### src/rtl/bcd_pkg.sv
// Shared constants, FSM state type and digit-valid check for the serial BCD subtractor.
package bcd_pkg;
  localparam int DIGIT_W = 4;
  localparam int BCD_MAX = 9;

  typedef enum logic [1:0] {IDLE, SUB, DONE, FIX} state_e;

  function automatic logic digit_ok(input logic [DIGIT_W-1:0] dig);
    return dig <= DIGIT_W'(BCD_MAX);
  endfunction
endpackage

### src/rtl/bcd_digit_sub.sv
// Combinational single BCD digit subtract cell: d = a - b - bi with decimal wrap.
// Zero latency; inv flags an operand digit above 9 (arithmetic still applied, truncated).
module bcd_digit_sub
  import bcd_pkg::*;
(
  input  logic [DIGIT_W-1:0] a,
  input  logic [DIGIT_W-1:0] b,
  input  logic               bi,
  output logic [DIGIT_W-1:0] d,
  output logic               bo,
  output logic               inv
);
  logic [4:0] t;
  logic [4:0] t_fix;

  always_comb begin
    // 5-bit two's complement: operand range keeps t within -16..15
    t     = {1'b0, a} - {1'b0, b} - {4'b0, bi};
    t_fix = t + 5'd10;
    bo    = t[4];
    d     = bo ? t_fix[3:0] : t[3:0];
    inv   = !digit_ok(a) || !digit_ok(b);
  end
endmodule

### src/rtl/bcd_serial_subtractor.sv
// Packed-BCD D = A - B - Bin, one digit per clock LSD first; Done DIGITS+1 cycles after Start.
// Start accepted in IDLE/DONE only. Optional BCD_SIGN_MAG_EN adds a FIX pass giving magnitude + Neg.
module bcd_serial_subtractor
  import bcd_pkg::*;
#(
  parameter int DIGITS = 4
) (
  input  logic                    Clock,
  input  logic                    Resetn,
  input  logic                    Start,
  input  logic [DIGIT_W*DIGITS-1:0] A,
  input  logic [DIGIT_W*DIGITS-1:0] B,
  input  logic                    Bin,
  output logic                    Busy,
  output logic                    Done,
  output logic [DIGIT_W*DIGITS-1:0] D,
  output logic                    Bout,
`ifdef BCD_SIGN_MAG_EN
  output logic                    Neg,
`endif
  output logic                    Err
);
  localparam int W  = DIGIT_W * DIGITS;
  localparam int IW = (DIGITS > 1) ? $clog2(DIGITS) : 1;

  state_e          state_q;
  logic [W-1:0]    a_q, b_q, acc_q, d_q;
  logic            bor_q, err_q, bout_q, errout_q;
  logic [IW-1:0]   idx_q;
  logic [W-1:0]    acc_d;
  logic            err_d, last;
  logic [DIGIT_W-1:0] cell_d;
  logic            cell_bo, cell_inv;
`ifdef BCD_SIGN_MAG_EN
  logic            neg_q;
  assign Neg = neg_q;
`endif

  bcd_digit_sub u_cell (
    .a   (a_q[DIGIT_W-1:0]),
    .b   (b_q[DIGIT_W-1:0]),
    .bi  (bor_q),
    .d   (cell_d),
    .bo  (cell_bo),
    .inv (cell_inv)
  );

  // Result digits enter at the top so digit 0 lands in [3:0] after DIGITS shifts
  assign acc_d = (acc_q >> DIGIT_W) | (W'(cell_d) << (W - DIGIT_W));
  assign err_d = err_q | cell_inv;
  assign last  = (idx_q == IW'(DIGITS - 1));

  assign Busy = (state_q == SUB) || (state_q == FIX);
  assign Done = (state_q == DONE);
  assign D    = d_q;
  assign Bout = bout_q;
  assign Err  = errout_q;

  always_ff @(posedge Clock or negedge Resetn) begin
    if (!Resetn) begin
      state_q  <= IDLE;
      a_q      <= '0;
      b_q      <= '0;
      acc_q    <= '0;
      d_q      <= '0;
      bor_q    <= 1'b0;
      err_q    <= 1'b0;
      bout_q   <= 1'b0;
      errout_q <= 1'b0;
      idx_q    <= '0;
`ifdef BCD_SIGN_MAG_EN
      neg_q    <= 1'b0;
`endif
    end else begin
      case (state_q)
        IDLE, DONE: begin
          if (Start) begin
            a_q     <= A;
            b_q     <= B;
            bor_q   <= Bin;
            acc_q   <= '0;
            err_q   <= 1'b0;
            idx_q   <= '0;
            state_q <= SUB;
          end else begin
            state_q <= IDLE;
          end
        end
        SUB: begin
          a_q   <= a_q >> DIGIT_W;
          b_q   <= b_q >> DIGIT_W;
          bor_q <= cell_bo;
          acc_q <= acc_d;
          err_q <= err_d;
          idx_q <= idx_q + 1'b1;
          if (last) begin
            idx_q <= '0;
`ifdef BCD_SIGN_MAG_EN
            if (cell_bo) begin
              // Second pass 0 - D turns the ten's complement into a magnitude
              a_q     <= '0;
              b_q     <= acc_d;
              bor_q   <= 1'b0;
              state_q <= FIX;
            end else begin
              d_q      <= acc_d;
              bout_q   <= 1'b0;
              errout_q <= err_d;
              neg_q    <= 1'b0;
              state_q  <= DONE;
            end
`else
            d_q      <= acc_d;
            bout_q   <= cell_bo;
            errout_q <= err_d;
            state_q  <= DONE;
`endif
          end
        end
`ifdef BCD_SIGN_MAG_EN
        FIX: begin
          a_q   <= a_q >> DIGIT_W;
          b_q   <= b_q >> DIGIT_W;
          bor_q <= cell_bo;
          acc_q <= acc_d;
          idx_q <= idx_q + 1'b1;
          if (last) begin
            idx_q    <= '0;
            d_q      <= acc_d;
            bout_q   <= 1'b1;
            errout_q <= err_q;
            neg_q    <= 1'b1;
            state_q  <= DONE;
          end
        end
`endif
        default: state_q <= IDLE;
      endcase
    end
  end
endmodule

### config.mk
export PLATFORM = sky130hd
export DESIGN_NAME = bcd_serial_subtractor
export DESIGN_NICKNAME = d
export VERILOG_FILES = /design/src/rtl/bcd_pkg.sv /design/src/rtl/bcd_digit_sub.sv /design/src/rtl/bcd_serial_subtractor.sv
export SDC_FILE = /design/constraint.sdc
export NUM_CORES = 1
export LEC_CHECK = 0
export CAP_MARGIN = 30
export CORE_MARGIN = 3
export CORE_UTILIZATION = 50
export CTS_CLUSTER_SIZE = 30
export DETAILED_ROUTE_END_ITERATION = 7
export PLACE_DENSITY = 0.78
export SYNTH_ARGS = -nofsm -noshare
export SYNTH_HDL_FRONTEND = slang
export SYNTH_HIERARCHICAL = 1
export SYNTH_SLANG_ARGS = --single-unit
### constraint.sdc
create_clock -name Clock -period 3.25 [get_ports Clock]
set_input_delay 0.325 -clock Clock [delete_from_list [all_inputs] [get_ports Clock]]
set_output_delay 0.325 -clock Clock [all_outputs]
set_load 0.01 [all_outputs]
== After elaboration in Yosys (flattened, before gate mapping) ==
Cells that the tools add are included.
W data, S select, Z words.
Storage, ports and cells
  input bits: 36
  logic and storage cells: 50
  flip-flop bits (word level): 72
  output and inout bits: 20
Cells by class
  mux-type cells: 17
  bitwise logic cells: 2
  $add $sub $neg: 4
  magnitude comparators: 2
  reduce and logical (&&, ||, !) cells: 9
  eq/ne operators: 6
Operators with widths (number)
  $pmux W16 S2: 3
  $mux W16: 3
  $or A12 B16 Y16: 1
  $le A4 B4 Y1 const B: 2
  $pmux W2 S2: 2
  $eq A2 B2 Y1 const B: 3
  $mux W2: 3
  $sub A4 B4 Y5: 1
  $sub A5 B1 Y5: 1
  $add A4 B4 Y4 const B: 1
  $mux W4: 1
  $ne A2 B2 Y1 const B: 2
  $pmux W1 S2: 2
  $reduce_and A2 Y1: 2
  $mux W1: 3
  $add A2 B1 Y2 const B: 1
  $eq A2 B1 Y1 const B: 1
  $logic_not A1 Y1: 2
  $logic_not A2 Y1: 1
  $logic_or A1 B1 Y1: 2
  $reduce_bool A2 Y1: 1
  $reduce_or A2 Y1: 1
  $or A1 B1 Y1: 1

== Longest topological paths before layout ==
Gate-level depths: netlist of run 1.
  depth after elaboration: 6
  gate-level depth with buffers: 11
  gate-level depth less buffers: 11

== Cells and area by module ==
The synthesis of run 1 kept the hierarchy.
Modules (own cells, without submodules)
  bcd_serial_subtractor: sequential area each 1701.6 um^2, instances 1, cells each 247, area each 3076.7 um^2
  bcd_digit_sub: sequential area each 0.0 um^2, instances 1, cells each 35, area each 287.8 um^2

== Least setup slack after synthesis of run 1 ==
Ideal clock, no wire load.
  path kind: reg2reg
  start point: reg a_q[0]
  end point: reg d_q[14] (netlist: D[14])
  path slack: 0.727 ns
  library setup time: 0.125 ns
  required time: 3.125 ns
  data arrival time: 2.399 ns
  clock period less this slack: 2.523 ns
  path buffers: 0
  stages on the path, launching flop included: 8
  path through: dfrtp_1 -> fa_1 -> fa_1 -> nand2b_1 -> a211o_1 -> and2_4 -> mux2_4 -> mux2_2
On the way
  word-level cells in the longest chain between the ends: 5
Ends and longest elaborated chain
  start, declared: line bcd_serial_subtractor.sv:27  | logic [W-1:0] a_q, b_q, acc_q, d_q;
  start signal, assigned: line bcd_serial_subtractor.sv:90  | a_q <= a_q >> DIGIT_W;
  $sub A4 B4 Y5 (*): line bcd_digit_sub.sv:18  | t = {1'b0, a} - {1'b0, b} - {4'b0, bi};
  $sub A5 B1 Y5 (*): line bcd_digit_sub.sv:18
  $add A4 B4 Y4: line bcd_digit_sub.sv:19  | t_fix = t + 5'd10;
  $mux W4 (*): line bcd_digit_sub.sv:21  | d = bo ? t_fix[3:0] : t[3:0];
  $or A12 B16 Y16 (*): line bcd_serial_subtractor.sv:49  | assign acc_d = (acc_q >> DIGIT_W) | (W'(cell_d) << (W - DIGIT_W));
  via acc_d[14]: line bcd_serial_subtractor.sv:30  | logic [W-1:0] acc_d;
  end signal, assigned: line bcd_serial_subtractor.sv:65  | d_q <= '0;
  end signal, assigned: line bcd_serial_subtractor.sv:113  | d_q <= acc_d;
  end, declared: line bcd_serial_subtractor.sv:27
The timed path passes the listed nets; every way through them passes the cells marked *.
A chain may end at the register's enable or synchronous reset.

== Worst setup path in the final report of run 1 ==
Same ends and word-level chain as after synthesis.

==> results of run 1 <==
sequential cells by signal, summed over array words and instances (netlist names):
signal,count
a_q,16
b_q,16
acc_q,12
err_q,1
state_q,2
bor_q,1
Err,1
Bout,1
idx_q,2
D,16
cell families after synthesis:
logic type                 share of synthesized area (%)
muxes                                               12.2
DFF                                                 50.6
AOI/OAI and AO/OA                                   13.3
buffers and inverters                               5.95
and+or+nand+nor                                     12.5
xor gates and xnor gates                            1.30
adders and majority gates                           4.17
critical path: cells and delay by family (launching register included):
family                   cells  cell delay [ps]
multiplexers                 2              560
flip-flops                   1              410
AND/OR/NAND/NOR              2              380
AO/OA/AOI/OAI                1              330
adder cells (fa/ha/maj)      2              880
synthesized netlist by cell type, drive strengths merged (9+ instances only):
master   n  area [µm²]
mux2    28         319
buf     17         143
a21oi   10        50.1
inv     11        41.3
o22ai   16         100
nor2b   13        88.8
dfrtp   68        1700
o21ai   10        50.1
mux2i    9        90.1
nor2    19        98.9
a211oi   9        67.6
a22o    18         158
nor3    17         135
timing repair:
| action | 4_1_cts | 5_1_grt |
|---|---|---|
| gates resized for setup | 0 | 0 |
| hold buffers | 1 | 0 |
| hold endpoints to repair | 17 | 0 |
| endpoints found under the setup margin | 0 | 0 |
power groups by stage:
stage	clock network (mW)	registers [mW]	logic [mW]
after global routing	0.753	1.67	2.70
final	0.698	1.61	2.43
after CTS	0.715	1.61	2.45
after detailed placement	0	1.62	2.45
after floorplan	0	1.53	1.92
after global placement	0	1.60	2.36
routing by layer:
layer	track usage, %	up-vias
li1	-	1121
met3	3.48	9
met1	28.0	1186
met2	28.0	48
met4	7.83	0
met5	0	-
how the worst min path moves through the flow:
stage | end | slack (ps)
2_1_floorplan | Bout | 30
3_3_place_gp | a_q[9] | 290
3_5_place_dp | a_q[7] | 280
4_1_cts | a_q[6] | 450
5_1_grt | b_q[6] | 480
6_report | a_q[13] | 450
final cells by class:
type | count | area, µm² | area share, %
Clock inverter | 7 | 76.3 | 1.86
Sequential cell | 68 | 1700 | 41.4
Inverter | 11 | 41.3 | 1.00
Tap cell | 77 | 96.3 | 2.34
Timing Repair Buffer | 63 | 608 | 14.8
Clock buffer | 9 | 124 | 3.01
Multi-Input combinational cell | 182 | 1470 | 35.6
placed cells by master, fill, tap and decap left out, drive strengths merged, types with 9 or more instances in the layout:
master / Yosys / routed
nor2: 19 / 19
a21oi: 10 / 10
o22ai: 16 / 16
nor3: 17 / 17
mux2i: 9 / 9
dfrtp: 68 / 68
nor2b: 13 / 13
clkbuf: 4 / 9
mux2: 28 / 28
o21ai: 10 / 10
clkdlybuf4s50: 0 / 54
a211oi: 9 / 9
a22o: 18 / 18
inv: 11 / 12
per-stage QoR:
step	cells	hold slack (ps)	setup slack (ps)	power [mW]	cell area [µm²]
detailed placement	400	284	606	4.07	3900
floorplan	282	29.4	727	3.46	3360
CTS	417	449	595	4.78	4110
finish	417	445	598	4.74	4110
global route	417	476	462	5.13	4110
global placement	400	288	683	3.96	3900
==> results.ini, run 1 <==
[drt]
firstDrtPassIters = 4
vias = 2364
drc_errors = 0
drt-total-wl_um = 6700
antenna_left = 0
vias_per_cell = 5.67
highest_layer = met4
drt_iter0_drc = 122
route.met3.wl_um = 248
dr_wl_met2_um = 3200
met1_length_um = 3170
wl_per_cell_um = 16.1

[sta]
min_period_ps = 2650
relSlewSlack_pct = 46.9
fmax_mhz = 377
setup_viol_count_final = 0
hold_viol_final = 0
rsz0062_at_grt = false
tns_ps = 0
slew_violations = 0
period_share_pct = 81.6
skew_ps = 9.93
worst_pin_slew_ps = 796

[logic_synthesis]
ys_seq_area_share_pct = 50.6
synthArstFlopShare_pct = 100
ys.warnings.count = 6
synth_area_per_cell_um2 = 11.9
ys_ff_latch = 68
syn-num-nets = 328
syn_area_um2 = 3360
synth_flop_cell = dfrtp_1
synth_edf_count = 0
syn_inst = 282
ys_types = 36

[layout]
insertedDiodeCount = 0
nets = 381
fillCellCount = 499
drive_gt1_share_pct = 22.4
syn2layout_area_growth_pct = 22.2
fin_util_pct = 64.0

[setup_path]
slowest_stage = fa_1
critPathLaunchType = register
rrSetupSlack_ps = 600
rr_endpoint = D[14]
r2r_start = a_q[0]
critical_path_required_ps = 3480
crit_chain = fa_1, fa_1, nand2b_1, a211o_1, and2_4, mux2_4, mux2_2
crit_type = reg -> reg
endpoint_kind = register
reg2regPathDepth = 7
endpoint = D[14]
worstPathArrival_ps = 2880
cpPeakStageDelay_ps = 470
startpoint = a_q[0]
worst_path_most_repeated_cell = fa_1
crit_fanout = 3

[power]
p_comb_share_pct = 51.3
pwr-share-clk_pct = 14.7
switchingPower_mw = 1.81
ir_drop_v = 0.000439
leakagePower_nw = 1.78
switching_share_pct = 38.2
seqPwrFrac_pct = 34.0
power.internal_mw = 2.93
pwr_density_cell_nw_per_um2 = 1150

[clocking]
postCtsSetupBuffers = 0
numCtsBuffers = 9
clk_latency_ps = 340
path_clk_slew_ps = 80
cts_max_path_buffers = 2
htree_num_levels = 3
cts_tree = built
cts_root_buf = clkbuf_8
cts_num_sinks = 68

[floorplan]
die_width_um = 88.0
io_pins = 56
die_h_um = 88.0
start_util_pct = 52.4
coreArea_um2 = 6420
die_area_um2 = 7750
rows = 29

[placement]
dp_hpwl_um = 4680
io_buffers = 55
place.gp.congestion = 0.756

[worst_hold_path]
hp-class = in -> async

[grt]
grt_pass1_wl_um = 11500
antenna_found_initial = 0
grt_pass1_vias = 2300
grt_max_degree = 27
grt-ovfl-total = 0
grt.total_usage_pct = 19.1

[run_status]
status = complete, no violations

[flow_run]
max_cap_viol_count = 0

(Power assumes the default switching activity.)
==> run 2, diff against run 1 <==
--- a/config.mk
+++ b/config.mk
@@ -7,7 +7,7 @@
 export LEC_CHECK = 0
 export CAP_MARGIN = 30
 export CORE_MARGIN = 3
-export CORE_UTILIZATION = 50
+export CORE_UTILIZATION = 48
 export CTS_CLUSTER_SIZE = 30
 export DETAILED_ROUTE_END_ITERATION = 7
 export PLACE_DENSITY = 0.78
==> constraint.sdc (replaced) <==
create_clock -name Clock -period 2.3 [get_ports Clock]
set_input_delay 0.23 -clock Clock [delete_from_list [all_inputs] [get_ports Clock]]
set_output_delay 0.23 -clock Clock [all_outputs]
set_load 0.01 [all_outputs]
==> results.ini, run 2 (synthesis results as in run 1) <==
[power]
pwr-share-clk_pct = 13.5  ; -1.2 points
pwr_density_cell_nw_per_um2 = 1750  ; +52%
p_comb_share_pct = 57.0  ; +5.7 points
switchingPower_mw = 2.92  ; +61%
leakagePower_nw = 1.88  ; +5.6%
seqPwrFrac_pct = 29.5  ; -4.5 points
ir_drop_v = 0.000842  ; +92%
power.internal_mw = 4.65  ; +59%
switching_share_pct = 38.6  ; +0.36 points

[drt]
vias = 2427  ; +2.7%
vias_per_cell = 5.44  ; -4.0%
dr_wl_met2_um = 3900  ; +22%
drt_iter0_drc = 120  ; -1.6%
firstDrtPassIters = 4  ; unchanged
highest_layer = met4
antenna_left = 0  ; unchanged
drt-total-wl_um = 7800  ; +16%
met1_length_um = 3420  ; +7.8%
wl_per_cell_um = 17.5  ; +8.9%
drc_errors = 0  ; unchanged
route.met3.wl_um = 348  ; +40%

[setup_path]
worstPathArrival_ps = 2750  ; -130 ps
critPathLaunchType = register
endpoint_kind = register
crit_type = reg -> reg
critical_path_required_ps = 2510  ; -970 ps
crit_fanout = 3  ; unchanged

[sta]
worst_slack_ps = -239  ; -837 ps
worst_pin_slew_ps = 676  ; -120 ps
tns_ps = -911  ; -911 ps
hold_viol_final = 0  ; unchanged
period_share_pct = 110  ; +29 points
timing.hold.ws_ps = 470  ; +25.1 ps
skew_ps = 14.3  ; +4.32 ps
slew_violations = 0  ; unchanged
rsz0062_at_grt = true
min_period_ps = 2540  ; -113 ps
setup_viol_count_final = 7  ; +7
relSlewSlack_pct = 55.0  ; +8.0 points
fmax_mhz = 394  ; +4.4%

[floorplan]
die_width_um = 89.7  ; +1.9%
rows = 29  ; unchanged
coreArea_um2 = 6570  ; +2.3%
die_h_um = 89.7  ; +1.9%
die_area_um2 = 8050  ; +3.9%
io_pins = 56  ; unchanged
start_util_pct = 51.2  ; -1.2 points

[layout]
nets = 395  ; +3.7%
insertedDiodeCount = 0  ; unchanged
syn2layout_area_growth_pct = 28.4
final_cell_mix = 68 x dfrtp_1, 54 x clkdlybuf4s50_1, 25 x mux2_2
layout_commonest_cell = dfrtp_1
final_cells = 446  ; +7.0%
drive_gt1_share_pct = 27.8  ; +5.4 points

[worst_hold_path]
hp-class = in -> async

[clocking]
cts_tree = built
cts_max_path_buffers = 2  ; unchanged
path_clk_slew_ps = 70  ; about the same
htree_num_levels = 3  ; unchanged
numCtsBuffers = 9  ; unchanged
cts_root_buf = clkbuf_8
cts_num_sinks = 68  ; unchanged
clk_latency_ps = 330  ; about the same

[grt]
grt.total_usage_pct = 19.6  ; +0.48 points
grt_pass1_wl_um = 12900  ; +12%
grt_max_degree = 42  ; +56%
grt-ovfl-total = 0  ; unchanged
grt_pass1_vias = 2616  ; +14%
antenna_found_initial = 0  ; unchanged

[run_status]
status = finished, violations left
violations = negative setup slack

[flow_run]
max_cap_viol_count = 0  ; unchanged

[placement]
dpl.cell_count = 428  ; +7.0%
io_buffers = 55  ; unchanged
place.gp.congestion = 0.895  ; +18%
dp_hpwl_um = 5260  ; +12%

run 2: changes by cell type in the layout (fill, tap and decap cells not counted), sizes merged:
cell / delta
buf: +14
clkinv: -3
inv: -1
clkbuf: +3
run 2: worst paths after layout:
| kind | start | end | slack [ps] | depth (start not counted) |
|---|---|---|---|---|
| setup / recovery | bor_q | D[14] | -240 | 8 |
| hold / removal | Resetn | D[2] | 470 | 2 |
| setup reg to reg | bor_q | D[14] | -240 | 8 |
| hold reg to reg | Err | Err | 500 | 2 |
| max in group asynchronous | Resetn | a_q[7] | 1170 | 3 |
| min in group Clock | Err | Err | 500 | 2 |
run 2: layout make-up:
| type | instances | area (µm²) |
|---|---|---|
| clock buffer | 12 | 165 |
| clock inverter | 3 | 45.0 |
| fill | 506 | 2250 |
| inverter | 11 | 41.3 |
| multi-input combinational | 182 | 1530 |
| sequential | 68 | 1700 |
| tap | 93 | 116 |
| timing repair buffer | 77 | 726 |
run 2: timing repair:
action,in CTS,in global routing
hold endpoints to repair,27,0
pin swaps,3,4
hold buffers,1,0
setup endpoints to repair,7,7
resized for setup,2,6
setup buffers,1,1
run 2: per-layer routing:
metal / track usage [%] / vias to the layer above
met2: 33.0 / 76
li1: - / 1134
met3: 4.51 / 15
met4: 5.87 / 0
met1: 25.3 / 1202
met5: 0 / -
run 2: critical path, stage by stage, from the launching register on:
cell and delay [ps]:
dfrtp_1 360, inv_2 50, fa_2 410, fa_2 370
nand2b_4 180, a31oi_4 270, and2_4 220, mux2_4 310
mux2_2 260
run 2: stage by stage:
| stage | total power, mW | util, % | instance area, µm² | setup slack (ps) |
|---|---|---|---|---|
| final | 7.57 | 65.8 | 4320 | -239 |
| after detailed placement | 6.08 | 61.5 | 4040 | -192 |
| after global routing | 8.06 | 65.8 | 4320 | -257 |
| after floorplan | 4.93 | - | 3380 | -89.3 |
| after CTS | 7.28 | 65.2 | 4280 | -166 |
| after global placement | 5.86 | 61.5 | 4040 | -96.7 |
run 2: power by group through the flow:
stage / Combinational (mW) / Sequential [mW] / Clock, mW
finish: 4.31 / 2.23 / 1.02
global route: 4.67 / 2.30 / 1.09
CTS: 4.01 / 2.23 / 1.04
detailed placement: 3.84 / 2.24 / 0
global placement: 3.65 / 2.21 / 0
floorplan: 2.77 / 2.17 / 0
